===== config.mk =====
export PLATFORM = sky130hd
export DESIGN_NAME = hall_speed_decoder
export DESIGN_NICKNAME = d
export VERILOG_FILES = /design/src/rtl/hall_speed_decoder.sv
export SDC_FILE = /design/constraint.sdc
export NUM_CORES = 1
export LEC_CHECK = 0
export CAP_MARGIN = 20
export CORE_ASPECT_RATIO = 0.5
export CORE_MARGIN = 2
export CORE_UTILIZATION = 33
export CTS_BUF_LIST = sky130_fd_sc_hd__clkbuf_8 sky130_fd_sc_hd__clkbuf_16
export DETAILED_ROUTE_END_ITERATION = 16
export PLACE_DENSITY_LB_ADDON = 0.25
export SLEW_MARGIN = 40
export SYNTH_ARGS = -nofsm -noshare
export SYNTH_HDL_FRONTEND = slang
export SYNTH_SLANG_ARGS = --single-unit

===== constraint.sdc =====
create_clock -name clk -period 5 [get_ports clk]
set_input_delay 0.5 -clock clk [delete_from_list [all_inputs] [get_ports clk]]
set_output_delay 0.5 -clock clk [all_outputs]
set_load 0.02 [all_outputs]

===== src/rtl/hall_speed_decoder.sv =====
// Hall-sensor feedback decoder: synchronizes and debounces the 3-bit hall
// lines, then tracks step position, direction, edge-to-edge period, and
// reports invalid codes, skipped states and stalls.
module hall_speed_decoder #(
  parameter int SYNC_STAGES     = 2,
  parameter int DEBOUNCE_CYCLES = 16,
  parameter int PERIOD_WIDTH    = 20,
  parameter int POS_WIDTH       = 16
) (
  input  logic                        clk,
  input  logic                        rst_n,
  input  logic [2:0]                  hall,
  input  logic                        clr,
  output logic [2:0]                  hall_state,
  output logic signed [POS_WIDTH-1:0] position,
  output logic                        dir,
  output logic [PERIOD_WIDTH-1:0]     period,
  output logic                        period_valid,
  output logic                        step,
  output logic                        stalled,
  output logic                        hall_err,
  output logic                        seq_err
);

  localparam int CNT_W = (DEBOUNCE_CYCLES > 1) ? $clog2(DEBOUNCE_CYCLES) : 1;
  localparam logic [CNT_W-1:0]        CNT_MAX = CNT_W'(DEBOUNCE_CYCLES - 1);
  localparam logic [CNT_W-1:0]        CNT_ONE = CNT_W'(1);
  localparam logic [PERIOD_WIDTH-1:0] PER_ONE = PERIOD_WIDTH'(1);
  localparam logic [PERIOD_WIDTH-1:0] PER_MAX = '1;
  localparam logic [POS_WIDTH-1:0]    POS_ONE = POS_WIDTH'(1);

  typedef enum logic [1:0] {S_INIT, S_TRACK, S_STALL} state_e;

  // Position of a valid hall code in the six-step forward sequence.
  function automatic logic [2:0] code_idx(input logic [2:0] c);
    case (c)
      3'd1:    code_idx = 3'd0;
      3'd3:    code_idx = 3'd1;
      3'd2:    code_idx = 3'd2;
      3'd6:    code_idx = 3'd3;
      3'd4:    code_idx = 3'd4;
      3'd5:    code_idx = 3'd5;
      default: code_idx = 3'd0;
    endcase
  endfunction

  logic [SYNC_STAGES-1:0][2:0] sync_q;
  logic [2:0]                  h_s;
  logic [2:0]                  cand_q;
  logic [CNT_W-1:0]            cnt_q;

  state_e                  state_q, state_d;
  logic [2:0]              hall_state_q, hall_state_d;
  logic [POS_WIDTH-1:0]    pos_q, pos_d;
  logic                    dir_q, dir_d;
  logic [PERIOD_WIDTH-1:0] period_q, period_d;
  logic [PERIOD_WIDTH-1:0] per_cnt_q, per_cnt_d;
  logic                    pv_q, pv_d;
  logic                    stalled_q, stalled_d;
  logic                    have_prev_q, have_prev_d;
  logic                    step_q, step_d;
  logic                    hall_err_q, hall_err_d;
  logic                    seq_err_q, seq_err_d;

  logic       accept, cand_valid, is_fwd, is_rev;
  logic [3:0] idx_sum, idx_diff;

  assign h_s = sync_q[SYNC_STAGES-1];

  // Metastability synchronizer on the asynchronous hall pins.
  // NOTE: sequential state uses non-blocking assignments so every flop samples pre-edge values.
  always_ff @(posedge clk or negedge rst_n) begin
    if (!rst_n) sync_q <= '0;
    else        sync_q <= {sync_q[SYNC_STAGES-2:0], hall};
  end

  // Debounce: restart the stability count whenever the synced code moves.
  always_ff @(posedge clk or negedge rst_n) begin
    if (!rst_n) begin
      cand_q <= '0;
      cnt_q  <= '0;
    end else if (h_s != cand_q) begin
      cand_q <= h_s;
      cnt_q  <= '0;
    end else if (cnt_q != CNT_MAX) begin
      cnt_q  <= cnt_q + CNT_ONE;
    end
  end

  assign accept     = (cnt_q == CNT_MAX) && (cand_q != hall_state_q);
  assign cand_valid = (cand_q != 3'b000) && (cand_q != 3'b111);
  assign idx_sum    = {1'b0, code_idx(cand_q)} + 4'd6 - {1'b0, code_idx(hall_state_q)};
  assign idx_diff   = (idx_sum >= 4'd6) ? (idx_sum - 4'd6) : idx_sum;
  assign is_fwd     = cand_valid && (idx_diff == 4'd1);
  assign is_rev     = cand_valid && (idx_diff == 4'd5);

  // State register.
  always_ff @(posedge clk or negedge rst_n) begin
    if (!rst_n) state_q <= S_INIT;
    else        state_q <= state_d;
  end

  // Next-state logic.
  always_comb begin
    // NOTE: default assignment first so no path leaves state_d unassigned (no latch).
    state_d = state_q;
    case (state_q)
      S_INIT:  if (accept && cand_valid) state_d = S_TRACK;
      S_TRACK: begin
        if (accept) begin
          if (!cand_valid) state_d = S_INIT;
        end else if (per_cnt_q == PER_MAX) begin
          state_d = S_STALL;
        end
      end
      S_STALL: begin
        if (accept) begin
          if (!cand_valid)           state_d = S_INIT;
          else if (is_fwd || is_rev) state_d = S_TRACK;
        end
      end
      default: state_d = S_INIT;
    endcase
  end

  // Output / datapath next values for each state.
  always_comb begin
    hall_state_d = hall_state_q;
    pos_d        = pos_q;
    dir_d        = dir_q;
    period_d     = period_q;
    pv_d         = pv_q;
    stalled_d    = stalled_q;
    have_prev_d  = have_prev_q;
    step_d       = 1'b0;
    hall_err_d   = 1'b0;
    seq_err_d    = 1'b0;

    if (accept) hall_state_d = cand_q;

    case (state_q)
      S_INIT: begin
        stalled_d = 1'b0;
        if (accept) begin
          pv_d        = 1'b0;
          have_prev_d = 1'b0;
          hall_err_d  = !cand_valid;
        end
      end
      S_TRACK, S_STALL: begin
        if (accept) begin
          if (!cand_valid) begin
            hall_err_d = 1'b1;
            pv_d       = 1'b0;
            stalled_d  = 1'b0;
          end else if (is_fwd || is_rev) begin
            step_d      = 1'b1;
            dir_d       = is_fwd;
            pos_d       = is_fwd ? (pos_q + POS_ONE) : (pos_q - POS_ONE);
            stalled_d   = 1'b0;
            have_prev_d = 1'b1;
            // A period is meaningful only between two same-direction steps
            // with no stall in between.
            if (state_q == S_TRACK && have_prev_q && (is_fwd == dir_q)) begin
              period_d = per_cnt_q;
              pv_d     = 1'b1;
            end else begin
              pv_d     = 1'b0;
            end
          end else begin
            seq_err_d = 1'b1;
            pv_d      = 1'b0;
          end
        end else if (state_q == S_TRACK && per_cnt_q == PER_MAX) begin
          stalled_d = 1'b1;
          pv_d      = 1'b0;
        end
      end
      default: ;
    endcase

    if (clr) pos_d = '0;
  end

  // Free-running saturating period counter, restarted on each accepted code.
  always_comb begin
    if (accept)                    per_cnt_d = PER_ONE;
    else if (per_cnt_q != PER_MAX) per_cnt_d = per_cnt_q + PER_ONE;
    else                           per_cnt_d = per_cnt_q;
  end

  // Registered outputs and tracking state.
  always_ff @(posedge clk or negedge rst_n) begin
    if (!rst_n) begin
      hall_state_q <= 3'b000;
      pos_q        <= '0;
      dir_q        <= 1'b0;
      period_q     <= '0;
      per_cnt_q    <= '0;
      pv_q         <= 1'b0;
      stalled_q    <= 1'b0;
      have_prev_q  <= 1'b0;
      step_q       <= 1'b0;
      hall_err_q   <= 1'b0;
      seq_err_q    <= 1'b0;
    end else begin
      hall_state_q <= hall_state_d;
      pos_q        <= pos_d;
      dir_q        <= dir_d;
      period_q     <= period_d;
      per_cnt_q    <= per_cnt_d;
      pv_q         <= pv_d;
      stalled_q    <= stalled_d;
      have_prev_q  <= have_prev_d;
      step_q       <= step_d;
      hall_err_q   <= hall_err_d;
      seq_err_q    <= seq_err_d;
    end
  end

  assign hall_state   = hall_state_q;
  assign position     = pos_q;
  assign dir          = dir_q;
  assign period       = period_q;
  assign period_valid = pv_q;
  assign step         = step_q;
  assign stalled      = stalled_q;
  assign hall_err     = hall_err_q;
  assign seq_err      = seq_err_q;

endmodule


==> results of run 1 <==
-- final cells by class --
type / count / area [um2] / share of cell area, %
Clock buffer: 10 / 239 / 4.26
Sequential cell: 81 / 2030 / 36.2
Inverter: 8 / 30.0 / 0.536
Timing Repair Buffer: 62 / 593 / 10.6
Clock inverter: 6 / 67.6 / 1.21
Tap cell: 192 / 240 / 4.28
Multi-Input combinational cell: 325 / 2410 / 42.9
-- sequential cells by signal (all words and copies together), names as in the netlist, 2 cells and up --
register / cells
cnt_q: 4
state_q: 2
cand_q: 3
h_s: 3
per_cnt_q: 20
position: 16
hall_state: 3
sync_q: 3
period: 20
-- repair_timing --
action                                  4_1_cts  5_1_grt
endpoints found under the setup margin        0        4
buffers inserted                              0        6
resized for setup                             0        4
-- cells in the final DEF, fill, tap and decap left out, types with 5 or more instances in the layout --
cell / instances
o21ai_0: 14
nand2_1: 39
xnor2_1: 15
inv_1: 8
xor2_1: 19
nand3_1: 18
a21oi_1: 28
or3_1: 5
buf_4: 11
dfrtp_1: 79
mux2_4: 20
a31oi_1: 6
nor2b_1: 8
and3_1: 5
a211oi_1: 5
ha_1: 27
nor3_1: 7
nand4_1: 5
nand2b_1: 6
a21o_1: 8
nor2_1: 34
clkbuf_16: 9
clkdlybuf4s50_1: 48
-- cell families after synthesis --
| group | after synthesis |
|---|---|
| multiplexers | 26 |
| adder cells (fa/ha/maj) | 29 |
| AO/OA/AOI/OAI | 83 |
| AND/OR/NAND/NOR | 152 |
| XOR/XNOR | 35 |
| buffers and inverters | 26 |
| flip-flops | 81 |
-- where the power goes --
part	internal [W]	switching [W]
logic	0.0000407	0.0000608
clock network	0.000403	0.000280
registers	0.000660	0.00000410
-- how the worst max path moves through the flow --
stage / cells past startpoint / endpoint / startpoint
2_1_floorplan: 20 / position[14] / cand_q[1]
3_3_place_gp: 18 / position[14] / cand_q[1]
3_5_place_dp: 18 / position[15] / cand_q[0]
4_1_cts: 18 / position[15] / cand_q[0]
5_1_grt: 19 / position[14] / cand_q[1]
6_report: 19 / position[14] / cand_q[1]
-- routing by layer --
metal	vias to the layer above	part of all wire, %	global-route usage (%)
met5	-	0	0
met4	0	1.4	5.44
met3	10	3.5	3.18
met2	56	45	20.6
met1	1577	50	18.7
li1	1654	-	-
-- stage by stage --
step / std cells / setup WS [ps] / total power (W) / cell area, um2 / utilization (%)
6_report: 684 / 218 / 0.00145 / 5610 / 41.4
5_1_grt: 684 / 15.3 / 0.00151 / 5610 / 41.4
4_1_cts: 678 / 87.2 / 0.00147 / 5550 / 41.0
3_5_place_dp: 662 / 75.1 / 0.000772 / 5250 / 38.7
3_3_place_gp: 662 / 208 / 0.000771 / 5250 / 38.7
2_1_floorplan: 432 / 507 / 0.000744 / 4590 / -
-- synthesized netlist by cell type (5+ instances only) --
library cell | count | area share (%)
inv_1 | 7 | 0.57
nor2b_1 | 8 | 1.1
xor2_1 | 19 | 3.6
nor2_1 | 34 | 2.8
mux2_4 | 20 | 6.5
nor3_1 | 7 | 0.76
xnor2_1 | 15 | 2.9
a21o_1 | 8 | 1.3
or3_1 | 5 | 0.68
o21ai_0 | 15 | 1.6
nand3_1 | 18 | 2.0
a31oi_1 | 6 | 0.82
clkbuf_1 | 7 | 0.57
a21oi_1 | 28 | 3.1
and3_1 | 5 | 0.68
dfrtp_1 | 81 | 44
ha_1 | 27 | 7.4
nand2b_1 | 6 | 0.82
nand4_1 | 5 | 0.68
a211oi_1 | 5 | 0.82
nand2_1 | 39 | 3.2
-- worst max-delay path: stages (launching register included) --
cell and delay (ps):
dfrtp_2 420, or2b_1 230, a31o_2 240, ha_1 170, inv_1 50, ha_1 150, fa_1 440, ha_1 200
nand2b_1 140, mux2_4 290, a2111o_2 410, buf_4 170, ha_1 340, and3_1 230, a221o_1 320, a21oi_1 170
o21bai_1 120, a31oi_1 220, nor4_1 70, a221o_1 270
==> out/qor.csv, run 1 <==
stage,metric,value,unit
status,status,"finished, final reports clean",
clock_tree,CTS Buffer Depth,2,
sta,Slew HR,56.1,%
synthesis,ys flop type,dfrtp_1,
floorplan,core area,13600,um2
synthesis,largest family of logic cells by synthesized area,simple AND/OR/NAND/NOR gates,
clock_tree,CTS tree,built,
sta,Fmax,209,MHz
placed_design,I/O Buffers,50,
synthesis,Post-Syn Area,4590,um2
clock_tree,# H-tree levels,3,
sta,Final min period,4780,ps
clock_tree,"Clk pin slew, worst setup/hold paths",60,ps
global_route,total track usage,13.6,%
critical_path,reg2reg path depth,19,
sta,unrepaired setup endpoints after global routing,no,
global_route,largest net degree at the start of global routing,52,
critical_path,R2R setup slack,220,ps
critical_path,element type at the critical path end,flop,
cells_and_area,Fillers,1309,
power,Leakage,2.59,nW
cells_and_area,share of layout cells above drive strength 1,13.6,%
placed_design,Final GP Congestion,0.774,
cells_and_area,Area Growth Syn to Fin,22.2,%
placed_design,dpl hpwl,6.36,mm
sta,Final Cycle Share,95.6,%
sta,Slew @ Worst Pin,654,ps
floorplan,initial core utilization,33.9,%
power,Power Density,258,nW/um2
route,Routed Antenna Nets,0,
cells_and_area,fin nets,522,
sta,Final Hold Vio Count,0,
route,drt drc,0,
global_route,vias in the first global route,3188,
sta,Fin Setup TNS,0,ps
route,Starting DRT DRC Count,97,
route,via/cell ratio,4.82,
cells_and_area,antenna diode count,0,
synthesis,Synth cell types,63,
worst_hold_path,worst min path class,input pin to async pin,
power,Max VDD drop,0.119,mV
sta,Final Max Tran Viols,0,
clock_tree,Inserted Clock Buffers,9,
critical_path,reg-to-reg startpoint,cand_q[1],
floorplan,Die Area,14900,um2
synthesis,Post-synth EDFFs,0,
critical_path,Worst setup SP type,flop,
clock_tree,"Clk Latency, worst-skew pair",340,ps
synthesis,register area share after synthesis,44.2,%
global_route,initial antenna violation count,0,
floorplan,die width,171,um
critical_path,CP Class,flop to flop,
synthesis,ys async rst share,100,%
critical_path,Critical Path AT,5010,ps
job,# Max-Cap Violations,0,
route,routed len/inst,13.7,um
critical_path,CP Max Fanout,6,
clock_tree,CTS root buffer,clkbuf_16,
synthesis,Synth Area per Inst,10.6,um2
floorplan,Rows,30,
synthesis,Simple-Gate Fraction of Synth Area,17.8,%
route,via count,3297,
sta,Final setup viols,0,
critical_path,Reg2Reg Capture Point,position[14],
sta,Fin Hold WS,88.3,ps
synthesis,Post-Synthesis Cells,432,
floorplan,Die H,87.4,um
global_route,first-pass GRT wire length,15.9,mm
sta,Setup Skew,5.00,ps
critical_path,"Data required, critical path",5220,ps
route,Post-Route WL,9.35,mm
synthesis,Synth Area in Compound Gates,11.6,%
synthesis,"FF+latch count, synth",81,
synthesis,Synth Area in Adders,8.23,%
global_route,Overflow after GRT,0,
clock_tree,CTS Hold Buffers Added,0,
clock_tree,clk sinks,81,
floorplan,Ports,51,
synthesis,YS warnings,0,
synthesis,Synth Area in XOR/XNOR,6.84,%
synthesis,Post-Synthesis Net Count,467,
synthesis,mux cell area share after synthesis,7.96,%
route,drt pass-1 iters,4,
Note: power is estimated with default switching activity, not from simulation.
==> run 2, diff against run 1 <==
- CTS_CLUSTER_SIZE: unset -> 30
==> results of run 2 <==
The final DEF is identical to that of run 1; final timing and power are the same.
